## config.mk

```make
export PLATFORM = sky130hd
export DESIGN_NAME = if_fetch_stage
export DESIGN_NICKNAME = d
export VERILOG_FILES = /design/src/rtl/if_fetch_stage.sv
export SDC_FILE = /design/constraint.sdc
export NUM_CORES = 1
export LEC_CHECK = 0
export BUFFER_PORTS_ARGS = -buffer_cell sky130_fd_sc_hd__buf_2
export CORE_ASPECT_RATIO = 0.75
export CORE_MARGIN = 4
export CORE_UTILIZATION = 25
export CTS_BUF_LIST = sky130_fd_sc_hd__clkbuf_4 sky130_fd_sc_hd__clkbuf_8
export DETAILED_ROUTE_END_ITERATION = 8
export PLACE_DENSITY_LB_ADDON = 0.1
export SETUP_SLACK_MARGIN = 0.05
export SLEW_MARGIN = 20
export SYNTH_ARGS = -nofsm -noshare
export SYNTH_HDL_FRONTEND = slang
export SYNTH_SLANG_ARGS = --single-unit
```

## constraint.sdc

```tcl
create_clock -name clk -period 5.5 [get_ports clk]
set_clock_uncertainty 0.05 [all_clocks]
set_input_delay 1.1 -clock clk [delete_from_list [all_inputs] [get_ports clk]]
set_output_delay 1.1 -clock clk [all_outputs]
set_load 0.005 [all_outputs]
```

## src/rtl/if_fetch_stage.sv

```systemverilog
// Instruction fetch stage: sequential PC generation, in-order imem requests,
// and a small response FIFO feeding the IF/ID register, with redirect flush.
module if_fetch_stage #(
  parameter logic [31:0] RESET_PC = 32'h0000_0000,
  parameter int          DEPTH    = 2
) (
  input  logic        clk,
  input  logic        reset,
  output logic        imem_req_valid,
  input  logic        imem_req_ready,
  output logic [31:0] imem_addr,
  input  logic        imem_rsp_valid,
  input  logic [31:0] imem_rsp_data,
  input  logic        stall,
  input  logic        redirect_valid,
  input  logic [31:0] redirect_pc,
  output logic        fetch_valid,
  output logic [31:0] pc_out,
  output logic [31:0] instruction_out
);

  localparam int PW = (DEPTH > 1) ? $clog2(DEPTH) : 1;
  localparam int CW = $clog2(DEPTH + 1);
  localparam logic [CW:0]   DEPTH_OCC = (CW + 1)'(DEPTH);
  localparam logic [PW-1:0] LAST_PTR  = PW'(DEPTH - 1);
  localparam logic [31:0]   NOP_INSTR = 32'h0000_0013;

  logic [31:0]   fetch_pc_q, fetch_pc_d;
  logic [31:0]   pcq_q [DEPTH];
  logic [31:0]   pcq_d [DEPTH];
  logic [PW-1:0] pcq_head_q, pcq_head_d;
  logic [PW-1:0] pcq_tail_q, pcq_tail_d;
  logic [CW-1:0] outstanding_q, outstanding_d;
  logic [CW-1:0] drop_q, drop_d;
  logic [31:0]   fifo_pc_q [DEPTH];
  logic [31:0]   fifo_pc_d [DEPTH];
  logic [31:0]   fifo_instr_q [DEPTH];
  logic [31:0]   fifo_instr_d [DEPTH];
  logic [PW-1:0] fifo_rd_q, fifo_rd_d;
  logic [PW-1:0] fifo_wr_q, fifo_wr_d;
  logic [CW-1:0] fifo_cnt_q, fifo_cnt_d;

  logic [CW:0]   occupancy;
  logic [CW-1:0] out_after_rsp;
  logic          pop;
  logic          push;
  logic          accept;
  logic          unused_redirect_lsbs;

  assign unused_redirect_lsbs = ^redirect_pc[1:0];

  function automatic logic [PW-1:0] ptr_inc(input logic [PW-1:0] p);
    if (p == LAST_PTR) return '0;
    return p + 1'b1;
  endfunction

  always_comb begin
    fetch_pc_d    = fetch_pc_q;
    pcq_d         = pcq_q;
    pcq_head_d    = pcq_head_q;
    pcq_tail_d    = pcq_tail_q;
    drop_d        = drop_q;
    fifo_pc_d     = fifo_pc_q;
    fifo_instr_d  = fifo_instr_q;
    fifo_rd_d     = fifo_rd_q;
    fifo_wr_d     = fifo_wr_q;
    fifo_cnt_d    = fifo_cnt_q;
    push          = 1'b0;

    occupancy      = {1'b0, outstanding_q} + {1'b0, fifo_cnt_q};
    fetch_valid    = (fifo_cnt_q != '0);
    pop            = fetch_valid && !stall && !redirect_valid;
    imem_req_valid = !reset && !redirect_valid &&
                     ((occupancy < DEPTH_OCC) || ((occupancy == DEPTH_OCC) && pop));
    imem_addr      = fetch_pc_q;
    accept         = imem_req_valid && imem_req_ready;

    pc_out          = fetch_valid ? fifo_pc_q[fifo_rd_q] : 32'h0;
    instruction_out = fetch_valid ? fifo_instr_q[fifo_rd_q] : NOP_INSTR;

    // Every response retires the oldest in-flight PC, whether kept or dropped.
    out_after_rsp = outstanding_q - CW'(imem_rsp_valid);
    outstanding_d = out_after_rsp + CW'(accept);
    if (imem_rsp_valid) pcq_head_d = ptr_inc(pcq_head_q);

    if (accept) begin
      pcq_d[pcq_tail_q] = fetch_pc_q;
      pcq_tail_d        = ptr_inc(pcq_tail_q);
      fetch_pc_d        = fetch_pc_q + 32'd4;
    end

    if (redirect_valid) begin
      fetch_pc_d = {redirect_pc[31:2], 2'b00};
      drop_d     = out_after_rsp;
      fifo_cnt_d = '0;
      fifo_rd_d  = '0;
      fifo_wr_d  = '0;
    end else begin
      if (imem_rsp_valid) begin
        if (drop_q != '0) begin
          drop_d = drop_q - 1'b1;
        end else begin
          push                    = 1'b1;
          fifo_pc_d[fifo_wr_q]    = pcq_q[pcq_head_q];
          fifo_instr_d[fifo_wr_q] = imem_rsp_data;
          fifo_wr_d               = ptr_inc(fifo_wr_q);
        end
      end
      if (pop) fifo_rd_d = ptr_inc(fifo_rd_q);
      fifo_cnt_d = fifo_cnt_q + CW'(push) - CW'(pop);
    end
  end

  always_ff @(posedge clk) begin
    if (reset) begin
      fetch_pc_q    <= RESET_PC;
      pcq_q         <= '{default: '0};
      pcq_head_q    <= '0;
      pcq_tail_q    <= '0;
      outstanding_q <= '0;
      drop_q        <= '0;
      fifo_pc_q     <= '{default: '0};
      fifo_instr_q  <= '{default: '0};
      fifo_rd_q     <= '0;
      fifo_wr_q     <= '0;
      fifo_cnt_q    <= '0;
    end else begin
      fetch_pc_q    <= fetch_pc_d;
      pcq_q         <= pcq_d;
      pcq_head_q    <= pcq_head_d;
      pcq_tail_q    <= pcq_tail_d;
      outstanding_q <= outstanding_d;
      drop_q        <= drop_d;
      fifo_pc_q     <= fifo_pc_d;
      fifo_instr_q  <= fifo_instr_d;
      fifo_rd_q     <= fifo_rd_d;
      fifo_wr_q     <= fifo_wr_d;
      fifo_cnt_q    <= fifo_cnt_d;
    end
  end

endmodule

```

Word-level counts from Yosys, hierarchy flattened
Cells that the tools add are included.
{ "classes": {"n_mux": 45, "n_eq_ne": 1, "n_reduce_logical": 21, "bitwise": 6, "add_sub_neg": 11, "order_cmp": 7} }
{ "op_table": {"columns": ["op", "count"], "rows": [
  ["2-to-1 mux 32 bit", 15],
  ["bitwise mux 64 bit", 3],
  ["demux 32 bit (select 1 bit)", 2],
  ["adder 32 x 3 -> 32 bit (second input constant)", 1],
  ["2-to-1 mux 1 bit", 22],
  ["nonzero test 2 bit", 5],
  [">= comparator 2 bit (second input constant)", 4],
  ["logical AND 1 bit", 8],
  ["NOT 1 -> 2 bit", 4],
  ["2-to-1 mux 2 bit", 3],
  ["adder 1 bit (second input constant)", 4],
  ["adder 2 x 1 -> 2 bit", 2],
  ["less-than comparator 2 x 1 -> 1 bit (second input constant)", 2],
  ["AND reduction 2 bit", 2],
  ["subtractor 2 x 1 -> 2 bit", 2],
  ["adder 2 x 2 -> 3 bit", 1],
  ["== test 3 x 2 -> 1 bit (second input constant)", 1],
  ["logical NOT 1 bit", 3],
  ["less-than comparator 3 x 2 -> 1 bit (second input constant)", 1],
  ["AND reduction 3 bit", 1],
  ["NOT 1 bit", 2],
  ["OR reduction 2 bit", 1],
  ["subtractor 2 x 1 -> 2 bit (second input constant)", 1],
  ["logical OR 1 bit", 1]
]} }
{ "totals": {"in_bits": 70, "word_cells": 106, "out_inout_bits": 98, "regBits": 234} }

Longest topological paths before layout
{ "depth": {"depth_word": 9, "depth_mapped": 10, "ltp_nobuf": 10} }

Worst setup path before layout
OpenSTA, ideal clock, no wires.
{ "synth_timing": {"path_kind": "input-to-output", "startpoint": "input redirect_valid", "endpoint": "output imem_req_valid", "stages": 5, "setup_slack_ps": 2506, "path_buffers": 2, "required_time_ps": 4350, "arrival_ps": 1844, "cell_sequence": "buf_6 clkbuf_1 nor4_1 o21ai_0 nor2_1"} }
{ "synth_via": {"elab_chain_cells": 5, "elab_cells_between_ends": 6, "classes_between": "reduce/logical: 6"} }
{ "synth_rtl": {"columns": ["element", "line_no", "rtl"], "rows": [
  ["start: declaration", "15", "input logic redirect_valid,"],
  ["logical NOT 1 bit (*)", "72, 73", null],
  ["logical AND 1 bit", "72", "pop = fetch_valid && !stall && !redirect_valid;"],
  ["logical AND 1 bit", "74", "((occupancy < DEPTH_OCC) || ((occupancy == DEPTH_OCC) && pop));"],
  ["logical OR 1 bit", "74", null],
  ["logical AND 1 bit (*)", "73", "imem_req_valid = !reset && !redirect_valid &&"],
  ["end: declaration", "9", "output logic imem_req_valid,"]
]} }
Every way passes the cells marked *; elsewhere a longest branch is shown, timed or not.

Worst setup path in the final report
{ "layout_timing": {"startpoint": "register fifo_cnt_q[1]", "endpoint": "output instruction_out[31]"} }
{ "layout_via": {"elab_chain_cells": 2} }
{ "layout_rtl": {"columns": ["element", "line_no", "rtl"], "rows": [
  ["start: declaration", "41", "logic [CW-1:0] fifo_cnt_q, fifo_cnt_d;"],
  ["start signal: assignment", "138", "fifo_cnt_q <= fifo_cnt_d;"],
  ["nonzero test 2 bit", "71", "fetch_valid = (fifo_cnt_q != '0);"],
  ["2-to-1 mux 32 bit", "79", "instruction_out = fetch_valid ? fifo_instr_q[fifo_rd_q] : NOP_INSTR;"],
  ["end: declaration", "19", "output logic [31:0] instruction_out"]
]} }
Every way passes these cells.

==> impl_results.rst <==
.. list-table::
   :header-rows: 1

   * - Metric
     - Value
   * - Final-report max-slew violation count
     - 0
   * - Synthesis warning total
     - 0
   * - Source-to-sink clock delay at the later pin of the worst-skew pair
     - 0.57 ns
   * - Height of the die
     - 179.4 um
   * - Detailed route wirelength on metal3
     - 1.475 mm
   * - CP peak stage delay
     - 0.74 ns
   * - Global-route wire length before repair
     - 48.58 mm
   * - Type of the worst setup path
     - flop to output port
   * - Placed Instances
     - 1786
   * - Startpoint kind of the worst setup timing path
     - flop
   * - Proportion of layout cells with a drive suffix above 1
     - 0.1972
   * - Total overflow reported by the global router
     - 0
   * - Non-filler instance count after layout
     - 1856
   * - Static leakage power
     - 0.004085 uW
   * - N_diodes
     - 0
   * - Leading register cell type out of synthesis
     - dfxtp_1
   * - Crit-path leading delay family
     - simple AND/OR/NAND/NOR gates
   * - Run status
     - finished clean
   * - Drt drc
     - 0
   * - Number of register bits inferred by synthesis
     - 224
   * - Total wire length
     - 31.03 mm
   * - Area share of fa/ha/maj cells after synthesis
     - 0.01098
   * - Detail-routed net length per standard cell
     - 16.72 um
   * - Initial antenna violation count
     - 0
   * - Placeable Area
     - 0.03848 sq mm
   * - Count of different cell masters after synthesis
     - 47
   * - First-pass detailed-route iteration total
     - 5
   * - Avg Cell Area, Syn
     - 8.164 sq um
   * - 1st-iter DRT viols
     - 407
   * - Type of the tightest min-delay check
     - flop to flop
   * - Mapped cell area
     - 0.009797 sq mm
   * - Num rows
     - 62
   * - Pwr dens
     - 323.8 mW/mm^2
   * - Commonest non-fill, non-tap cells in the layout
     - 276 x nand2_1, 222 x dfxtp_1, 160 x buf_2
   * - Worst setup slack for register-to-register paths
     - 2.63 ns
   * - IO Pins
     - 168
   * - Pin slew with the least headroom to its limit
     - 1.069 ns
   * - Critical Path, Cell by Cell
     - nor2_4 > buf_4 > nor2_1 > buf_2
   * - Headroom to the max-slew limit
     - 0.2871
   * - Maximum resistive drop on vdd
     - 0.1364 mV
   * - Clock Pin Slew Worst Setup and Hold Paths
     - 0.05 ns
   * - Number of port buffers
     - 161
   * - Worst r2r dst
     - pcq_q[13]
   * - Mux contribution to synthesized area
     - 0.09400
   * - Max Root-Sink Buffers
     - 3
   * - Mapped Cells
     - 1200
   * - NumNets Final
     - 1395
   * - FFs w/ async S/R, synth
     - 0
   * - Number of hold violations in the final report
     - 0
   * - RSZ-0062 raised after global routing
     - false
   * - Worst path arrival time
     - 2.49 ns
   * - Setup TNS after final layout
     - 0 ns
   * - Sum of met2 wire segment lengths after detailed routing
     - 12.54 mm
   * - Synth Area in Simple Gates
     - 0.2142
   * - Achievable frequency
     - 0.2748 GHz
   * - CP Capture Type
     - output port
   * - Largest net degree at the start of global routing
     - 93
   * - Area enclosed by the die boundary
     - 0.04245 sq mm
   * - Hold Worst Slack
     - 0.4018 ns
   * - Critical path data required time
     - 4.35 ns
   * - Max stage delay cell, worst path
     - nor2_4
   * - Final GP Congestion
     - 0.7187
   * - Resized Gates After CTS
     - 0
   * - Die Wd
     - 236.6 um
   * - Max capacitance violation total
     - 0
   * - Post-synth EDFFs
     - 0
   * - Via Count
     - 8346
   * - Num Clock Sinks
     - 224
   * - Final design utilization
     - 0.3071
   * - Sequential-to-total area share from yosys stat
     - 0.4577
   * - Final Setup Violations
     - 0
   * - Num CTS Buffers
     - 41
   * - Via count normalized by instance count
     - 4.497
   * - Share of the synthesized area in the top cell type
     - 0.4577
   * - Number of global-route vias before repair
     - 8196
   * - Compound-gate portion of the synthesized area
     - 0.1471
   * - Worst setup path end
     - instruction_out[31]
   * - Top Layer Used
     - met4
   * - Area share of xor/xnor cells in the synthesized design
     - 0.02771
   * - Synth area leaders
     - dfxtp_1 46%, nand2_1 11%, mux2i_1 9.4%
   * - Most common library cell in the layout ignoring fill and taps
     - nand2_1
   * - TritonCTS clock tree
     - yes
   * - Global-route usage over all layers
     - 0.1409
   * - Cell count along the critical path
     - 4
   * - Post-CTS setup buffer count
     - 0
   * - Critical Path Source
     - fifo_cnt_q[1]
   * - Number of H-tree levels
     - 2
   * - Launch point of the worst reg-to-reg path
     - fifo_cnt_q[0]
   * - Area of the multi-input gates
     - 0.004876 sq mm
   * - Starting utilization of the core area
     - 0.2546
   * - Buffers & Inverters on Critical Path
     - 2
   * - Layout-stage area growth over the synthesis result
     - 20.60%
   * - Path depth of the worst reg2reg path
     - 8
   * - Fillers
     - 4248
   * - Final antenna-violating net count
     - 0
   * - Highest net fanout along the worst path
     - 37
   * - Final min period
     - 3.639 ns
   * - Top cell type by total area after synthesis
     - dfxtp_1
   * - Clock tree root buffer cell
     - clkbuf_8
   * - Wire length on met1
     - 16.49 mm
   * - Placed wire-length estimate after detailed placement
     - 19.16 mm
   * - Register Area
     - 0.004489 sq mm
   * - Count of hold-fix buffers inserted at cts
     - 0
   * - Largest family of logic cells by synthesized area
     - simple AND/OR/NAND/NOR gates
   * - Share of the cycle needed by the critical path after routing
     - 0.6617
-- routing by layer --
layer / track usage / vias up
li1: - / 4302
met1: 0.2172 / 3821
met2: 0.1989 / 181
met3: 0.02819 / 42
met4: 0.03618 / 0
met5: 0 / -
-- cell usage after synthesis (all sizes together), types with 3 or more instances --
cell / n
a211oi: 82
xor2: 6
inv: 13
nand4: 4
nand3: 13
xnor2: 25
o41a: 3
nor2: 155
and2: 5
nor4: 13
or3: 5
buf: 18
nor3: 8
dfxtp: 224
mux2i: 92
and4: 6
nand2: 277
ha: 7
and3: 4
a21oi: 127
clkbuf: 84
a311oi: 3
a31oi: 6
-- logic make-up (layout without fill, tap and decap cells) --
logic type / count (synthesis) / count (layout)
AND/OR/NAND/NOR: 498 / 498
AO/OA/AOI/OAI: 231 / 231
flip-flops: 224 / 224
buffers and inverters: 115 / 256
multiplexers: 92 / 92
XOR/XNOR: 31 / 31
adder cells (fa/ha/maj): 8 / 8
other: 1 / 4
-- registers in the layout, summed over array words and instances, names as in the netlist --
register       cells
fifo_rd_q          1
fifo_cnt_q         2
drop_q             2
fifo_pc_q         60
pcq_head_q         1
pcq_q             60
imem_addr         30
outstanding_q      2
fifo_wr_q          1
fifo_instr_q      64
pcq_tail_q         1
-- area by class of cell --
cell class,instances,area share
Clock buffer,64,0.06502
Clock inverter,6,0.005507
Inverter,13,0.004130
Multi-Input combinational cell,864,0.4127
Sequential cell,224,0.3800
Tap cell,512,0.05422
Timing Repair Buffer,173,0.07847
-- power by group --
| group | internal (uW) | leakage (uW) | switching [uW] |
|---|---|---|---|
| Sequential | 1690 | 0.00182 | 86.3 |
| Combinational | 150 | 0.00182 | 243 |
| Clock | 934 | 0.000445 | 718 |
-- worst min-delay path: cells and delay by family, from the launching register on --
kind | cells | cell delay [ns]
flops | 1 | 0.30
simple gates | 1 | 0.05
compound gates | 1 | 0.05
-- through the flow --
stage	setup WS [ns]	area, sq um	power (uW)
6_report	1.861	11820	3825
5_1_grt	1.625	11820	4026
4_1_cts	1.696	11820	3922
3_5_place_dp	2.019	10980	2218
3_3_place_gp	2.020	10980	2215
2_1_floorplan	2.506	9808	2051
-- worst min-delay path by stage --
stage                      from               end  slack, ns  cells past startpoint
5_1_grt                pcq_q[2]          pcq_q[2]       0.42                      2
2_1_floorplan  fifo_instr_q[32]  fifo_instr_q[32]       0.39                      2
3_5_place_dp   fifo_instr_q[18]  fifo_instr_q[18]       0.40                      2
3_3_place_gp    fifo_instr_q[7]   fifo_instr_q[7]       0.39                      2
6_report              pcq_q[36]         pcq_q[36]       0.40                      2
4_1_cts                pcq_q[2]          pcq_q[2]       0.40                      2
Note: power is estimated with default switching activity, not from simulation.
